--- src/rtl/scan_sequencer.sv ---
// scan_sequencer
// Round-robin channel scanner producing the 3-bit select for a 3-to-8 decoder.
// Each enabled channel in chan_mask is visited in ascending index order. A visit
// is an optional blanking gap of BLANK_CYCLES cycles, followed by a dwell of
// max(dwell,1) cycles.
//
// Every output is registered. Each output's next value comes from the same
// next-state decode that drives state_q, so the outputs line up exactly with
// the state they describe.
//
// Timing of en and chan_mask:
//   - en is sampled on each rising edge. If an edge sees en low, the block goes
//     to IDLE, and no step/wrap pulse is issued for the cycle after that edge.
//   - chan_mask is sampled on the edge that enters the final dwell cycle. This
//     sample decides step_pulse and wrap_pulse.
//   - chan_mask is sampled again on the edge that advances to the next channel.
//     This sample chooses the next channel, or goes to IDLE if the mask is empty.
//
// state_dbg exposes the FSM encoding (0=IDLE, 1=BLANK, 2=DWELL).

module scan_sequencer #(
    parameter int DWELL_W      = 16,
    parameter int BLANK_CYCLES = 2
) (
    input  logic               clk,
    input  logic               rst_n,
    input  logic               en,
    input  logic [DWELL_W-1:0] dwell,
    input  logic [7:0]         chan_mask,
    output logic [2:0]         sel,
    output logic               sel_valid,
    output logic               blank,
    output logic               step_pulse,
    output logic               wrap_pulse,
    output logic [1:0]         state_dbg
);

    typedef enum logic [1:0] {
        S_IDLE  = 2'd0,
        S_BLANK = 2'd1,
        S_DWELL = 2'd2
    } state_t;

    // The blank counter keeps at least one bit, so a zero-blank build still elaborates.
    localparam int BCW = (BLANK_CYCLES > 0) ? $clog2(BLANK_CYCLES + 1) : 1;
    localparam logic [BCW-1:0] BLANK_LAST = BCW'((BLANK_CYCLES > 0) ? BLANK_CYCLES - 1 : 0);

    state_t             state_q, state_d;
    logic [2:0]         sel_q, sel_d;
    logic               sel_valid_q, sel_valid_d;
    logic               blank_q, blank_d;
    logic               step_q, step_d;
    logic               wrap_q, wrap_d;
    logic [DWELL_W-1:0] dwell_cnt_q, dwell_cnt_d;
    logic [BCW-1:0]     blank_cnt_q, blank_cnt_d;

    logic               enter_blank;
    logic               enter_dwell;
    logic [DWELL_W-1:0] dwell_load;
    logic               mask_any;
    logic [2:0]         nxt_of_sel_q;
    logic [2:0]         nxt_of_sel_d;
    logic [2:0]         start_chan;

    // Returns the first set mask bit searching c+1, c+2, ... and wrapping modulo 8.
    // The search ends at c itself, so a single-bit mask (or an empty one) returns c.
    function automatic logic [2:0] nxt_chan(input logic [2:0] c, input logic [7:0] m);
        logic [2:0] r;
        logic [2:0] idx;
        r = c;
        // Scan from the far end backwards so the nearest match is written last.
        for (int i = 8; i >= 1; i--) begin
            idx = c + 3'(i);
            if (m[idx]) begin
                r = idx;
            end
        end
        return r;
    endfunction

    // Returns the lowest set bit of the mask. An empty mask gives 0.
    function automatic logic [2:0] first_chan(input logic [7:0] m);
        logic [2:0] r;
        r = 3'd0;
        for (int i = 7; i >= 0; i--) begin
            if (m[i]) begin
                r = 3'(i);
            end
        end
        return r;
    endfunction

    // Combinational helpers: mask status, channel search, and the dwell reload value.
    always_comb begin
        mask_any     = |chan_mask;
        start_chan   = first_chan(chan_mask);
        nxt_of_sel_q = nxt_chan(sel_q, chan_mask);
        // A dwell of 0 behaves like 1, so the counter reloads with 0 in both cases.
        dwell_load   = (dwell == '0) ? '0 : dwell - DWELL_W'(1);
    end

    // Next-state decode: FSM transitions, channel advance, and counter updates.
    always_comb begin
        state_d     = state_q;
        sel_d       = sel_q;
        dwell_cnt_d = dwell_cnt_q;
        blank_cnt_d = blank_cnt_q;
        enter_blank = 1'b0;
        enter_dwell = 1'b0;

        case (state_q)
            S_IDLE: begin
                if (en && mask_any) begin
                    sel_d = start_chan;
                    if (BLANK_CYCLES == 0) begin
                        enter_dwell = 1'b1;
                    end else begin
                        enter_blank = 1'b1;
                    end
                end
            end

            S_BLANK: begin
                if (!en) begin
                    state_d = S_IDLE;
                end else if (blank_cnt_q == '0) begin
                    enter_dwell = 1'b1;
                end else begin
                    blank_cnt_d = blank_cnt_q - BCW'(1);
                end
            end

            S_DWELL: begin
                if (!en) begin
                    state_d = S_IDLE;
                end else if (dwell_cnt_q == '0) begin
                    // Advance point. An empty mask ends the scan; sel keeps its value.
                    if (!mask_any) begin
                        state_d = S_IDLE;
                    end else begin
                        sel_d = nxt_of_sel_q;
                        if (BLANK_CYCLES == 0) begin
                            enter_dwell = 1'b1;
                        end else begin
                            enter_blank = 1'b1;
                        end
                    end
                end else begin
                    dwell_cnt_d = dwell_cnt_q - DWELL_W'(1);
                end
            end

            default: begin
                state_d = S_IDLE;
            end
        endcase

        if (enter_blank) begin
            state_d     = S_BLANK;
            blank_cnt_d = BLANK_LAST;
        end
        if (enter_dwell) begin
            // Sample dwell on entry; later changes take effect at the next channel.
            state_d     = S_DWELL;
            dwell_cnt_d = dwell_load;
        end
    end

    // Registered-output decode derived from the next state.
    always_comb begin
        nxt_of_sel_d = nxt_chan(sel_d, chan_mask);
        sel_valid_d  = (state_d == S_DWELL);
        blank_d      = (state_d == S_BLANK);
        // The pulse marks the final dwell cycle. It needs a non-empty mask, so
        // there is a channel to step to.
        step_d       = (state_d == S_DWELL) && (dwell_cnt_d == '0) && mask_any;
        wrap_d       = step_d && (nxt_of_sel_d <= sel_d);
    end

    // State, counter, and output registers with asynchronous active-low reset.
    always_ff @(posedge clk or negedge rst_n) begin
        if (!rst_n) begin
            state_q     <= S_IDLE;
            sel_q       <= 3'd0;
            sel_valid_q <= 1'b0;
            blank_q     <= 1'b0;
            step_q      <= 1'b0;
            wrap_q      <= 1'b0;
            dwell_cnt_q <= '0;
            blank_cnt_q <= '0;
        end else begin
            state_q     <= state_d;
            sel_q       <= sel_d;
            sel_valid_q <= sel_valid_d;
            blank_q     <= blank_d;
            step_q      <= step_d;
            wrap_q      <= wrap_d;
            dwell_cnt_q <= dwell_cnt_d;
            blank_cnt_q <= blank_cnt_d;
        end
    end

    assign sel        = sel_q;
    assign sel_valid  = sel_valid_q;
    assign blank      = blank_q;
    assign step_pulse = step_q;
    assign wrap_pulse = wrap_q;
    assign state_dbg  = state_q;

endmodule

--- config.mk ---
export PLATFORM = sky130hd
export DESIGN_NAME = scan_sequencer
export DESIGN_NICKNAME = d
export VERILOG_FILES = /design/src/rtl/scan_sequencer.sv
export SDC_FILE = /design/constraint.sdc
export NUM_CORES = 1
export LEC_CHECK = 0
export CAP_MARGIN = 40
export CELL_PAD_IN_SITES_DETAIL_PLACEMENT = 0
export CELL_PAD_IN_SITES_GLOBAL_PLACEMENT = 1
export CORE_UTILIZATION = 51
export CTS_BUF_LIST = sky130_fd_sc_hd__clkbuf_2 sky130_fd_sc_hd__clkbuf_4 sky130_fd_sc_hd__clkbuf_8
export DETAILED_ROUTE_END_ITERATION = 16
export DONT_BUFFER_PORTS = 1
export PLACE_DENSITY = 0.84
export SLEW_MARGIN = 15
export SYNTH_ARGS = -nofsm -noshare
export SYNTH_HDL_FRONTEND = slang
export SYNTH_SLANG_ARGS = --single-unit
--- constraint.sdc ---
create_clock -name clk -period 8.32 [get_ports clk]
set_input_delay 1.664 -clock clk [delete_from_list [all_inputs] [get_ports clk]]
set_output_delay 1.664 -clock clk [all_outputs]
set_load 0.01 [all_outputs]
---- Yosys cells after proc, flatten, opt, wreduce, memory -nomap -nowiden ----
Cells that the tools add are included.
cells by class
  $add $sub $neg .......................... 17
  order comparisons ....................... 15
  equality and inequality tests ........... 5
  mux-type cells .......................... 79
  reductions and logical operators ........ 13
operators by type and width
  kind                                                        count
  two-way mux 16 bit                                          5
  two-way mux 3 bit                                           26
  less-than comparator 3 x 4 -> 1 bit, second input constant  14
  zero test 16 bit                                            3
  binary-select mux 1 bit (select 3 bit)                      14
  subtractor 16 x 1 -> 16 bit, second input constant          2
  adder 3 bit, second input constant                          8
  two-way mux 1 bit                                           21
  two-way mux 2 bit                                           10
  adder 3 x 2 -> 3 bit, second input constant                 4
  OR reduction 8 bit                                          1
  adder 3 x 1 -> 3 bit, second input constant                 2
  case mux 2 bit (3 select lines)                             1
  case mux 3 bit (2 select lines)                             1
  equality test 2 x 1 -> 1 bit, second input constant         2
  equality test 2 bit, second input constant                  2
  logical AND 1 bit                                           4
  zero test 2 bit                                             2
  nonzero test 2 bit                                          2
  less-or-equal comparator 3 bit                              1
  AND reduction 3 bit                                         1
  != test 2 bit, second input constant                        1
  case mux 1 bit (2 select lines)                             1
  subtractor 2 x 1 -> 2 bit, second input constant            1
word-level totals
  register bits after elaboration ......... 27
  input port bits ......................... 27
  output and inout bits ................... 9
  word-level logic and storage cells ...... 137

---- Depth between registers and ports, before layout ----
  depth in word-level cells ............... 26
  mapped depth ............................ 28
  mapped depth without buffers ............ 24

---- Worst setup path before layout ----
OpenSTA, ideal clock, no wires.
  path type ............................... input-to-reg
  start point ............................. input port chan_mask[5]
  end point ............................... register wrap_q (netlist: wrap_pulse)
  setup time .............................. 87 ps
  arrival ................................. 6339 ps
  required time ........................... 8233 ps
  path slack .............................. 1895 ps
  cell stages on the path ................. 23
  buffers on the path ..................... 4
  path through ............................ clkbuf_1 -> mux2_4 -> mux4_2 -> a31oi_1 -> o211ai_1 -> a21oi_1 -> buf_2 -> clkbuf_1 -> ha_1 -> buf_2 -> mux2_2 -> a21oi_2 -> mux2i_4 -> o21bai_1 -> a21oi_1 -> o21ai_0 -> xnor2_1 -> ha_1 -> nor2_1 -> o21ai_0 -> o21ai_0 -> mux2_1 -> a211oi_2
on the way
  word-level cells in the longest chain between the ends .. 25
  elaborated cells on any way between the ends .. 78
  classes of those cells .................. add/sub (7); order compare (1); eq/ne (1); mux (64); reduce/logical (5)
ends and longest elaborated chain
  item                                     line  RTL
  from (decl)                              29    input logic [7:0] chan_mask,
  binary-select mux 1 bit (select 3 bit)   74    if (m[idx]) begin
  two-way mux 1 bit (implied by the code)  74
  two-way mux 3 bit (7 in series)          74
  two-way mux 3 bit                        138   if (!mask_any) begin
  two-way mux 3 bit                        136   end else if (dwell_cnt_q == '0) begin
  two-way mux 3 bit                        134   if (!en) begin
  case mux 3 bit (2 select lines)          111   case (state_q)
  adder 3 bit                              73    idx = c + 3'(i);
  binary-select mux 1 bit (select 3 bit)   74
  two-way mux 1 bit (implied by the code)  74
  two-way mux 3 bit (7 in series)          74
  less-or-equal comparator 3 bit           177   wrap_d = step_d && (nxt_of_sel_d <= sel_d);
  logical AND 1 bit *                      177
  net wrap_d                               53    logic wrap_q, wrap_d;
  to (signal assigned)                     197   wrap_q <= wrap_d;
  to (decl)                                53
Mark *: on every way through the listed nets, which the timed path passes. The rest lies on a longest branch. The select of a mux whose other input is x is not followed.
A chain may end at the register's enable or synchronous reset.

---- Worst setup path after layout ----
  start point ............................. register sel_q[1] (netlist: sel[1])
  end point ............................... register wrap_q (netlist: wrap_pulse)
on the way
  word-level cells in the longest chain between the ends .. 26
  elaborated cells on any way between the ends .. 63
  classes of those cells .................. add/sub (14); order compare (1); mux (47); reduce/logical (1)
ends and longest elaborated chain
  item                                     line  RTL
  from (decl)                              49    logic [2:0] sel_q, sel_d;
  from (signal assigned)                   193   sel_q <= sel_d;
  adder 3 bit                              73
  binary-select mux 1 bit (select 3 bit)   74
  two-way mux 1 bit (implied by the code)  74
  two-way mux 3 bit (7 in series)          74
  two-way mux 3 bit                        138
  two-way mux 3 bit                        136
  two-way mux 3 bit                        134
  case mux 3 bit (2 select lines) *        111
  adder 3 bit                              73
  binary-select mux 1 bit (select 3 bit)   74
  two-way mux 1 bit (implied by the code)  74
  two-way mux 3 bit (7 in series)          74
  less-or-equal comparator 3 bit *         177
  logical AND 1 bit *                      177
  net wrap_d                               53
Marked as above.

==> results.py <==
metrics = {
    "placement": {
        "dp_cells": 520,
        "gp_congestion": 0.923,
        "place_hpwl_mm": 7.12,
        "portBuffers": 0,
        "dpl-instance-area_um2": 3700,
    },
    "drt": {
        "first_pass_iters": 5,
        "wl_mm": 9.20,
        "drt_iter0_drc": 249,
        "vias": 3397,
        "route.detailed.wl_per_inst_um": 17.6,
        "drcViolationCount": 0,
        "antenna_left": 0,
        "vias_per_cell": 6.48,
    },
    "global_routing": {
        "grt_antenna_before_repair": 0,
        "grt_max_degree": 28,
        "first_global_vias": 3217,
        "grt_pass1_wl_mm": 15.6,
        "overflow": 0,
        "gr-usage-all-layers": 0.259,
    },
    "floorplan": {
        "start_util": 0.532,
        "dieArea_um2": 7510,
        "io_pins": 36,
        "core-area_um2": 6870,
        "std_cell_rows": 30,
        "fp.dieW_um": 86.7,
        "die_y_um": 86.7,
    },
    "timing": {
        "grt_setup_unrepaired": "no",
        "slew_viol_final": 0,
        "max_freq_ghz": 0.151,
        "fin_crit_sh": 0.798,
        "tightest_slew_ns": 0.771,
        "setup_viol": 0,
        "maxSlewHeadroom": 0.479,
        "hold_violations": 0,
        "period_minus_slack_ns": 6.64,
        "fin_worst_skew_ns": 0.00831,
        "finalSetupTns_ns": 0,
    },
    "clocking": {
        "cts-root-buf": "clkbuf_8",
        "clockBufferDepth": 2,
        "clk_pin_slew_ns": 0.09,
        "cts_made_buffers": 3,
        "cts_setup_buffers": 0,
        "hold_buffers": 0,
        "cts_sinks": 27,
        "cts_resized": 0,
        "worst_skew_pair.late_latency_ns": 0.27,
        "htree_levels": 1,
        "cts_tree": "done",
    },
    "power": {
        "clkPwrFrac": 0.044,
        "switching_share": 0.524,
        "seqPwrFrac": 0.146,
        "p_total_mw": 1.73,
        "internal_power_mw": 0.826,
        "power_density_nw_per_um2": 463,
        "pwr-share-comb": 0.811,
        "p_leak_nw": 1.43,
        "p_sw_mw": 0.908,
        "vdd_drop_max_mv": 0.148,
    },
    "synth": {
        "yosys-top-cells-area": "dfrtp_1 18%, mux2i_1 7.7%, mux4_2 5.5%, xnor2_1 4.6%, nor2_1 4.5%",
        "synth_top_family_by_area": "compound AO/OA/AOI/OAI gates",
        "synth_xor_xnor_area_share": 0.0767,
        "synth_mux_area_frac": 0.196,
        "async_reset_ff_frac": 1.00,
        "ys_seq_elements": 27,
        "syn_nets": 478,
        "synth.top_cell.area_share": 0.185,
        "synthCells": 442,
        "synth_edf_count": 0,
        "yosys.area_share.simple": 0.211,
        "synth.yosys.seq_area_share": 0.185,
        "synthAdderAreaFrac": 0.0308,
        "syn_area_um2": 3650,
        "yosysWarnings": 0,
        "synth_compound_area_frac": 0.240,
        "yosysTopAreaCell": "dfrtp_1",
        "syn_area_per_cell_um2": 8.27,
        "synth.distinct_cells": 79,
        "ys.flop_type": "dfrtp_1",
    },
    "worst_setup_path": {
        "startpoint": "sel[1]",
        "rr_startpoint": "sel[1]",
        "r2r_slack_ns": 1.68,
        "required_ns": 8.51,
        "endpoint_kind": "register",
        "cp_max_fo": 17,
        "start_kind": "register",
        "criticalPathCategory": "reg -> reg",
        "cp.arrival_ns": 6.83,
    },
    "cells_and_area": {
        "final_layout_size_suffix_gt1_frac": 0.121,
        "diodes": 0,
        "most-common-layout-cells": "44 x nor2_1, 28 x mux2i_1, 28 x nand2_1",
        "nNetsFinal": 465,
        "syn_to_final_growth_pct": 2.46,
        "final_cell_area_um2": 3740,
        "n_fill_cell": 634,
        "final_common_cell": "nor2_1",
        "fin_cells": 524,
    },
    "outcome": {
        "status": "finished clean",
    },
    "hold_path": {
        "min-delay-start": "blank_cnt_q[1]",
        "hold_class": "reg -> reg",
    },
    "run": {
        "drv.max_cap_violation_count": 0,
    },
}
## final timing paths
check	endpoint	cells after the start
min in group asynchronous	sel[1]	0
max	wrap_pulse	23
min reg2reg	blank_cnt_q[1]	2
max in group asynchronous	blank	0
min	blank_cnt_q[1]	2
max reg2reg	wrap_pulse	23
## cell type report
cell class	count	area, µm²	share of cell area
Tap cell	96	120	0.0321
Clock buffer	4	48.8	0.0130
Timing Repair Buffer	6	45.0	0.0120
Sequential cell	27	676	0.180
Inverter	25	93.8	0.0251
Multi-Input combinational cell	366	2760	0.737
## power groups by stage
stage / clock, mW / sequential [mW] / combinational [mW]
3_5_place_dp: 0 / 0.255 / 1.38
2_1_floorplan: 0 / 0.238 / 1.16
5_1_grt: 0.0835 / 0.261 / 1.55
4_1_cts: 0.0771 / 0.253 / 1.39
3_3_place_gp: 0 / 0.253 / 1.38
6_report: 0.0755 / 0.252 / 1.41
## per-layer routing
layer  share of wire  up-vias  global-route usage
li1                -     1638                   -
met3           0.062       17              0.0210
met5               0        -                   0
met1            0.46     1596               0.372
met4           0.024        0              0.0773
met2            0.46      146               0.416
## logic make-up after synthesis
| group | Yosys count |
|---|---|
| AOI/OAI and AO/OA | 124 |
| xor gates and xnor gates | 32 |
| DFF | 27 |
| buffers and inverters | 49 |
| muxes | 55 |
| adders and majority gates | 9 |
| and+or+nand+nor | 146 |
## synth_stat cells, types with 6 or more instances
| cell type | number |
|---|---|
| o21bai_1 | 6 |
| or4_1 | 8 |
| nand3_1 | 6 |
| ha_1 | 9 |
| o22ai_1 | 15 |
| mux2i_1 | 28 |
| o31ai_1 | 6 |
| mux2_2 | 10 |
| clkbuf_1 | 15 |
| nor4_1 | 11 |
| nor2b_1 | 7 |
| xnor2_1 | 19 |
| nor2_1 | 44 |
| nand2_1 | 28 |
| nor3_1 | 10 |
| mux4_2 | 9 |
| xor2_1 | 13 |
| a21oi_1 | 24 |
| dfrtp_1 | 27 |
| inv_1 | 21 |
| o21ai_0 | 21 |
| a211oi_1 | 6 |
## flip-flops by register name, summed over array words and instances (netlist names)
register,flops
step_pulse,1
sel_valid,1
blank,1
dwell_cnt_q,16
sel,3
state_dbg,2
blank_cnt_q,2
wrap_pulse,1
## critical path, cell delays in order (launching register included)
cell and delay, ns:
dfrtp_1 0.33, buf_4 0.25, inv_1 0.18, ha_1 0.61, clkinv_1 0.40, mux4_2 0.60
o21bai_1 0.21, a31o_1 0.27, o31ai_4 0.24, and2_4 0.32, inv_2 0.12, ha_1 0.47
mux2_2 0.38, a21oi_2 0.27, nor2_1 0.10, nor2_1 0.30, o21ai_0 0.18, xnor2_1 0.16
ha_1 0.30, nor2_1 0.05, o21ai_0 0.19, o21ai_0 0.12, mux2_1 0.30, a211oi_2 0.21
## stage by stage
stage                util  setup slack, ns  hold WS, ns
detailed placement  0.538             1.56        0.507
floorplan               -             1.89        0.480
global route        0.545             1.11        0.608
finish              0.545             1.68        0.519
global placement    0.538             1.65        0.499
CTS                 0.545             1.71        0.527
(Power assumes the default switching activity.)
